### src/rtl/sobel_window_filter.sv
// 3x3 Sobel |Gx|+|Gy| over the line-buffer row taps, two-stage pipeline, saturated output.
// Build option SOBEL_THRESHOLD_EN adds a threshold port and binarises the output.
module sobel_window_filter #(
  parameter int DATA_WIDTH = 12,
  parameter int IMG_WIDTH  = 640,
  parameter int IMG_HEIGHT = 480
) (
  input  logic                  clk,
  input  logic                  rst,
  input  logic                  en,
  input  logic                  frame_start,
  input  logic [DATA_WIDTH-1:0] row0_pixel,
  input  logic [DATA_WIDTH-1:0] row1_pixel,
  input  logic [DATA_WIDTH-1:0] row2_pixel,
`ifdef SOBEL_THRESHOLD_EN
  input  logic [DATA_WIDTH-1:0] threshold,
`endif
  output logic [DATA_WIDTH-1:0] out_pixel,
  output logic                  out_valid,
  output logic                  out_eol,
  output logic                  out_eof
);

  localparam int CW = (IMG_WIDTH  > 1) ? $clog2(IMG_WIDTH)  : 1;
  localparam int RW = (IMG_HEIGHT > 1) ? $clog2(IMG_HEIGHT) : 1;
  localparam int GW = DATA_WIDTH + 3;
  localparam int MW = DATA_WIDTH + 4;
  localparam logic [CW-1:0] COL_LAST = CW'(IMG_WIDTH - 1);
  localparam logic [RW-1:0] ROW_LAST = RW'(IMG_HEIGHT - 1);
  localparam logic [MW-1:0] SAT_MAX  = {{(MW-DATA_WIDTH){1'b0}}, {DATA_WIDTH{1'b1}}};

  logic [DATA_WIDTH-1:0] tap [3];
  logic [DATA_WIDTH-1:0] w [3][3];
  logic [CW-1:0]         col;
  logic [RW-1:0]         row;
  logic                  win_ok;
  logic                  win_valid, win_eol, win_eof;

  assign tap[0] = row0_pixel;
  assign tap[1] = row1_pixel;
  assign tap[2] = row2_pixel;
  assign win_ok = (col >= CW'(2)) && (row >= RW'(2));

  // Window shift and pixel position; win_* is a one-cycle tag for the pixel just accepted.
  always_ff @(posedge clk or negedge rst) begin
    if (!rst) begin
      for (int r = 0; r < 3; r++)
        for (int c = 0; c < 3; c++)
          w[r][c] <= '0;
      col       <= '0;
      row       <= '0;
      win_valid <= 1'b0;
      win_eol   <= 1'b0;
      win_eof   <= 1'b0;
    end else begin
      win_valid <= 1'b0;
      win_eol   <= 1'b0;
      win_eof   <= 1'b0;
      if (frame_start) begin
        for (int r = 0; r < 3; r++)
          for (int c = 0; c < 3; c++)
            w[r][c] <= '0;
        col <= '0;
        row <= '0;
        if (en) begin
          for (int r = 0; r < 3; r++)
            w[r][0] <= tap[r];
          col <= CW'(1);
        end
      end else if (en) begin
        for (int r = 0; r < 3; r++) begin
          w[r][2] <= w[r][1];
          w[r][1] <= w[r][0];
          w[r][0] <= tap[r];
        end
        win_valid <= win_ok;
        win_eol   <= win_ok && (col == COL_LAST);
        win_eof   <= win_ok && (col == COL_LAST) && (row == ROW_LAST);
        if (col == COL_LAST) begin
          col <= '0;
          row <= (row == ROW_LAST) ? '0 : row + RW'(1);
        end else begin
          col <= col + CW'(1);
        end
      end
    end
  end

  // Each weighted sum is at most 4*(2^DATA_WIDTH-1), so the difference fits GW bits signed.
  logic [GW-1:0] gx_pos, gx_neg, gy_pos, gy_neg;
  always_comb begin
    gx_pos = GW'(w[0][0]) + (GW'(w[1][0]) << 1) + GW'(w[2][0]);
    gx_neg = GW'(w[0][2]) + (GW'(w[1][2]) << 1) + GW'(w[2][2]);
    gy_pos = GW'(w[2][0]) + (GW'(w[2][1]) << 1) + GW'(w[2][2]);
    gy_neg = GW'(w[0][0]) + (GW'(w[0][1]) << 1) + GW'(w[0][2]);
  end

  logic signed [GW-1:0] gx_q, gy_q;
  logic                 s1_valid, s1_eol, s1_eof;

  always_ff @(posedge clk or negedge rst) begin
    if (!rst) begin
      gx_q     <= '0;
      gy_q     <= '0;
      s1_valid <= 1'b0;
      s1_eol   <= 1'b0;
      s1_eof   <= 1'b0;
    end else begin
      gx_q     <= $signed(gx_pos - gx_neg);
      gy_q     <= $signed(gy_pos - gy_neg);
      s1_valid <= win_valid;
      s1_eol   <= win_eol;
      s1_eof   <= win_eof;
    end
  end

  logic [GW-1:0]         ax, ay;
  logic [MW-1:0]         mag;
  logic [DATA_WIDTH-1:0] sat, pix_d;
  always_comb begin
    ax    = gx_q[GW-1] ? $unsigned(-gx_q) : $unsigned(gx_q);
    ay    = gy_q[GW-1] ? $unsigned(-gy_q) : $unsigned(gy_q);
    mag   = MW'(ax) + MW'(ay);
    sat   = (mag > SAT_MAX) ? {DATA_WIDTH{1'b1}} : mag[DATA_WIDTH-1:0];
`ifdef SOBEL_THRESHOLD_EN
    pix_d = (sat >= threshold) ? {DATA_WIDTH{1'b1}} : '0;
`else
    pix_d = sat;
`endif
  end

  always_ff @(posedge clk or negedge rst) begin
    if (!rst) begin
      out_pixel <= '0;
      out_valid <= 1'b0;
      out_eol   <= 1'b0;
      out_eof   <= 1'b0;
    end else begin
      out_pixel <= pix_d;
      out_valid <= s1_valid;
      out_eol   <= s1_eol;
      out_eof   <= s1_eof;
    end
  end

endmodule

### config.mk
export PLATFORM = sky130hd
export DESIGN_NAME = sobel_window_filter
export DESIGN_NICKNAME = d
export VERILOG_FILES = /design/src/rtl/sobel_window_filter.sv
export SDC_FILE = /design/constraint.sdc
export NUM_CORES = 1
export LEC_CHECK = 0
export BUFFER_PORTS_ARGS = -buffer_cell sky130_fd_sc_hd__buf_2
export CAP_MARGIN = 20
export CORE_ASPECT_RATIO = 0.75
export CORE_MARGIN = 2
export CORE_UTILIZATION = 50
export DETAILED_ROUTE_END_ITERATION = 10
export PLACE_DENSITY = 0.67
export SLEW_MARGIN = 20
export SYNTH_ARGS = -nofsm -noshare
export SYNTH_HDL_FRONTEND = slang
export SYNTH_SLANG_ARGS = --single-unit
### constraint.sdc
create_clock -name clk -period 12.4 [get_ports clk]
set_clock_uncertainty 0.2 [all_clocks]
set_input_delay 1.24 -clock clk [delete_from_list [all_inputs] [get_ports clk]]
set_output_delay 1.24 -clock clk [all_outputs]
set_load 0.1 [all_outputs]
Yosys cells after proc, flatten, opt, wreduce, memory -nomap -nowiden
Index checks and enable logic that the tools add are counted.
{"block": "word_totals", "regBits": 178, "input_bits": 40, "out_inout_bits": 15, "wordCells": 71}
{"block": "op_classes", "addsub": 15, "magnitude_cmp": 3, "n_eq_ne": 2, "n_mux": 22, "reduce_logical": 6}
{"op": "two-way mux 108 bit", "n": 2}
{"op": "adder 14 x 12 -> 15 bit", "n": 4}
{"op": "adder 12 x 13 -> 14 bit", "n": 4}
{"op": "two-way mux 12 bit", "n": 4}
{"op": "two-way mux 9 bit", "n": 4}
{"op": "two-way mux 10 bit", "n": 3}
{"op": "two-way mux 15 bit", "n": 2}
{"op": "negation 15 bit", "n": 2}
{"op": "subtractor 15 bit", "n": 2}
{"op": "adder 15 x 15 -> 16 bit", "n": 1}
{"op": "> comparator 16 x 12 -> 1 bit, second input constant", "n": 1}
{"op": "adder 10 x 1 -> 10 bit, second input constant", "n": 1}
{"op": "equality test 10 bit, second input constant", "n": 1}
{"op": ">= comparator 10 x 2 -> 1 bit, second input constant", "n": 1}
{"op": "adder 9 x 1 -> 9 bit, second input constant", "n": 1}
{"op": "equality test 9 bit, second input constant", "n": 1}
{"op": ">= comparator 9 x 2 -> 1 bit, second input constant", "n": 1}
{"op": "two-way mux 1 bit", "n": 7}
{"op": "nonzero test 2 bit", "n": 2}
{"op": "logical AND 1 bit", "n": 3}
{"op": "AND reduction 2 bit", "n": 1}

Longest topological paths before layout
{"block": "depth", "ltp_word": 6, "ltp_mapped": 16, "depth_no_buf": 15}

Worst setup path after synthesis
Ideal clock, no wire load.
{"block": "synth_path", "path_kind": "register -> register", "start": "register w[98] (netlist bit)", "end": "register gy_q[12]", "setup_ns": 0.080, "arrival_ns": 3.623, "t_required_ns": 12.120, "setup_slack_ns": 8.497, "stages_incl_launch_ff": 15, "path_buffers": 0, "synth_period_minus_slack_ns": 3.903, "path_cell_list": "dfrtp_1 inv_1 fa_1 fa_1 inv_1 fa_1 inv_1 ha_1 a21o_1 a21oi_1 o21ai_0 o21ai_0 o21ai_0 o22ai_1 xnor2_1"}
{"block": "synth_between", "elab_chain_cells": 3}
{"item": "start: declaration", "line": "33", "rtl": "logic [DATA_WIDTH-1:0] w [3][3];"}
{"item": "start signal: indexed assignment", "line": "67", "rtl": "w[r][0] <= tap[r];"}
{"item": "start signal: indexed assignment", "line": "72", "rtl": "w[r][2] <= w[r][1];"}
{"item": "start signal: indexed assignment", "line": "73", "rtl": "w[r][1] <= w[r][0];"}
{"item": "adder 12 x 13 -> 14 bit", "line": "95", "rtl": "gy_neg = GW'(w[0][0]) + (GW'(w[0][1]) << 1) + GW'(w[0][2]);"}
{"item": "adder 14 x 12 -> 15 bit", "line": "95"}
{"item": "subtractor 15 bit", "line": "110", "rtl": "gy_q <= $signed(gy_pos - gy_neg);"}
{"item": "end signal: assignment", "line": "110"}
{"item": "end: declaration", "line": "98", "rtl": "logic signed [GW-1:0] gx_q, gy_q;"}
No other way between the ends.
A chain may end at the register's enable or synchronous reset.

Worst setup path in the final report
Same ends and word-level chain as after synthesis.

==> results by group <==
Synth
  – Yosys cell types: 61
  – Cell count after synthesis: 1113
  – Area contributors post-synth: dfrtp_1 (39%), fa_1 (17%), inv_1 (6.5%), mux2i_1 (6.4%), ha_1 (5.8%)
  – Most used DFF post-synth: dfrtp_1
  – Top post-synthesis cells by count: inv_1 (198), dfrtp_1 (178), nor2_1 (112), fa_1 (95), mux2i_1 (74)
  – Post-synth EDFFs: 0
  – Dominant cell type by area after synthesis: dfrtp_1
  – Mapped Nets: 1301
  – Synth async-reset ratio: 1.00
  – Yosys top cell area share: 0.388
  – Synth Cell Area: 11500 um2
  – Most frequent cell after synthesis: inv_1
  – Mapped Avg Cell Area: 10.3 um2
  – YS warnings: 0
  – Yosys reg bits: 178
  – Post-synthesis sequential area ratio: 0.388

Final layout
  – Final nets: 1347
  – Layout cells sized above 1: 0.0947
  – Ant diodes: 0
  – Layout area overhead: 10.0%
  – Final instance area: 12600 um2
  – Post-layout util: 0.567

Clock tree
  – Buffers from clock root to sink, at most: 2
  – TritonCTS clock tree: yes
  – CTS Buf Count: 17
  – Clock latency on the worst-skew pair: 0.45 ns
  – Post-CTS setup buffers: 0
  – Root buffer selected by CTS: clkbuf_16
  – CTS HTree Levels: 4
  – Hold buffers post-CTS: 0
  – Cts repair resizes: 0
  – Clock transition at path regs: 0.08 ns
  – Clock sink count: 178

Route
  – DRC: 0
  – Final WL: 22.2 mm
  – DRT antenna net count: 0
  – Vias per inst: 5.16
  – Vias: 7565
  – 1st-iter DRT viols: 516
  – Drt first pass iters: 5
  – Post-DR wirelength/cell: 15.1 um

Global route
  – First-pass GRT wire length: 39.0 mm
  – Largest net degree at the start of global routing: 103
  – GRT overflow: 0
  – Initial antenna violation count: 0
  – Vias in the first global route: 7725
  – Gr usage total: 0.206

STA
  – Worst-Margin Slew: 1.03 ns
  – Final worst path period share: 0.356
  – Final hold violation count: 0
  – Minimum clock period: 4.41 ns
  – Slew HR: 0.313
  – Final Worst Setup Slack: 7.99 ns
  – Final TNS setup: 0 ns
  – Final Slew Violations: 0
  – Max Fclk: 0.227 GHz
  – RSZ-0062 raised after global routing: false
  – Setup-failing EPs final: 0

Setup path
  – CP max stage cell: fa_1
  – Delay-heaviest family, CP: adder cells
  – Crit Path Class: register to register
  – WP data arrival: 4.59 ns
  – Register-to-register setup slack: 7.99 ns
  – Critical-path cell list: inv_1 -> fa_1 -> fa_1 -> inv_1 -> fa_1 -> inv_1 -> ha_1 -> a21o_1 -> a21oi_1 -> o21ai_0 -> o21ai_0 -> o21ai_0 -> o22ai_1 -> xnor2_1
  – CP peak stage delay: 0.60 ns
  – Buf+Inv Stages, Crit Path: 3
  – Endpoint class of the critical path: register
  – Worst R2R End: gy_q[12]
  – Crit Reg-Reg Startpoint: w[98]
  – Worst setup SP type: register
  – Reg2reg path depth: 14
  – CP required: 12.57 ns
  – CP max FO: 3

Placement
  – PortBufs: 54
  – Dpl ws: 8.01 ns
  – Gpl congestion: 0.818
  – Placed Area: 12000 um2
  – DP Wirelength: 16.4 mm

Floorplan
  – Die X: 179 um
  – Rows: 47
  – Io pins: 55
  – Die area: 24200 um2
  – Die Y: 135 um
  – Initial Util: 0.515
  – Core ar.: 22300 um2

Worst hold path
  – WHS Path Cells: 0
  – Hold Path Origin: win_eol
  – Worst Hold Class: register to register
  – WHS Endpoint: s1_eol

Power and ir drop
  – Overall Power: 3.04 mW
  – Worst VDD drop: 196 uV
  – Static Leakage: 6.08 nW
  – PwrDens: 241 nW/um2

Job
  – Maxcap violations: 0

Status
  – Run status: finished clean
-- kinds of logic (layout without fill, tap and decap cells) --
group / Yosys count / count (layout) / share of synthesized area
AOI/OAI and AO/OA: 151 / 151 / 0.0902
xor gates and xnor gates: 59 / 59 / 0.0450
adders and majority gates: 148 / 148 / 0.223
buffers and inverters: 229 / 288 / 0.0760
DFF: 178 / 178 / 0.388
muxes: 74 / 74 / 0.0645
and+or+nand+nor: 274 / 274 / 0.113
-- layout by cell type (no fill, tap or decap), types with 3 or more instances in the layout --
cell | Yosys | routed
nor4_1 | 4 | 4
xnor2_1 | 41 | 41
o21ai_0 | 39 | 39
nor2b_1 | 8 | 8
and2_1 | 4 | 4
nand2b_1 | 11 | 11
inv_1 | 198 | 198
dfrtp_1 | 178 | 178
ha_1 | 53 | 53
nor3_1 | 9 | 9
o21a_1 | 5 | 5
o31ai_1 | 27 | 27
mux2i_1 | 74 | 74
buf_2 | 5 | 51
nand2_1 | 63 | 63
o21ai_1 | 3 | 3
nand4_1 | 5 | 5
nand3_1 | 21 | 21
buf_4 | 0 | 5
clkbuf_16 | 0 | 17
clkbuf_8 | 0 | 3
a21oi_1 | 28 | 28
a21o_1 | 6 | 6
a22o_1 | 17 | 17
or3_1 | 11 | 11
inv_6 | 0 | 3
xor2_1 | 18 | 18
clkinv_2 | 0 | 3
fa_1 | 95 | 95
or2_2 | 6 | 6
nor2_1 | 112 | 112
a31oi_1 | 3 | 3
-- stage by stage --
stage / instances / hold slack, ns
detailed placement: 1434 / 0.135
floorplan: 1113 / 0.131
global placement: 1434 / 0.133
CTS: 1466 / 0.149
global route: 1466 / 0.155
finish: 1466 / 0.149
-- state kept, by name (all words and copies together) (netlist names), 9 cells and up --
signal,count
col,10
w,108
gx_q,15
out_pixel,12
row,9
gy_q,15
-- cell type report --
type,count,area [um2]
Fill cell,1941,9650
Multi-Input combinational cell,706,6160
Timing Repair Buffer,58,315
Inverter,198,743
Sequential cell,178,4450
Clock buffer,21,470
Clock inverter,11,126
Tap cell,294,368
-- report_power, final --
group	switching (mW)	leakage, nW	total [mW]	internal, mW
Combinational	0.986	3.50	1.73	0.740
Clock	0.240	0.294	0.555	0.315
Sequential	0.0820	2.29	0.758	0.676
-- metal layers --
layer | global-route usage | wire [um] | vias up
met5 | 0 | 0 | -
met4 | 0.0474 | 191 | 0
met3 | 0.0418 | 736 | 10
met2 | 0.311 | 10100 | 111
met1 | 0.308 | 11200 | 3764
li1 | - | - | 3680
-- how the worst max path moves through the flow --
stage	start	to	cells past startpoint
finish	w[98]	gy_q[12]	14
global route	w[2]	gy_q[12]	15
CTS	w[98]	gy_q[12]	14
detailed placement	w[98]	gy_q[12]	14
global placement	w[98]	gy_q[12]	14
floorplan	w[98]	gy_q[12]	14
No activity file was read; power rests on OpenSTA's default activity.
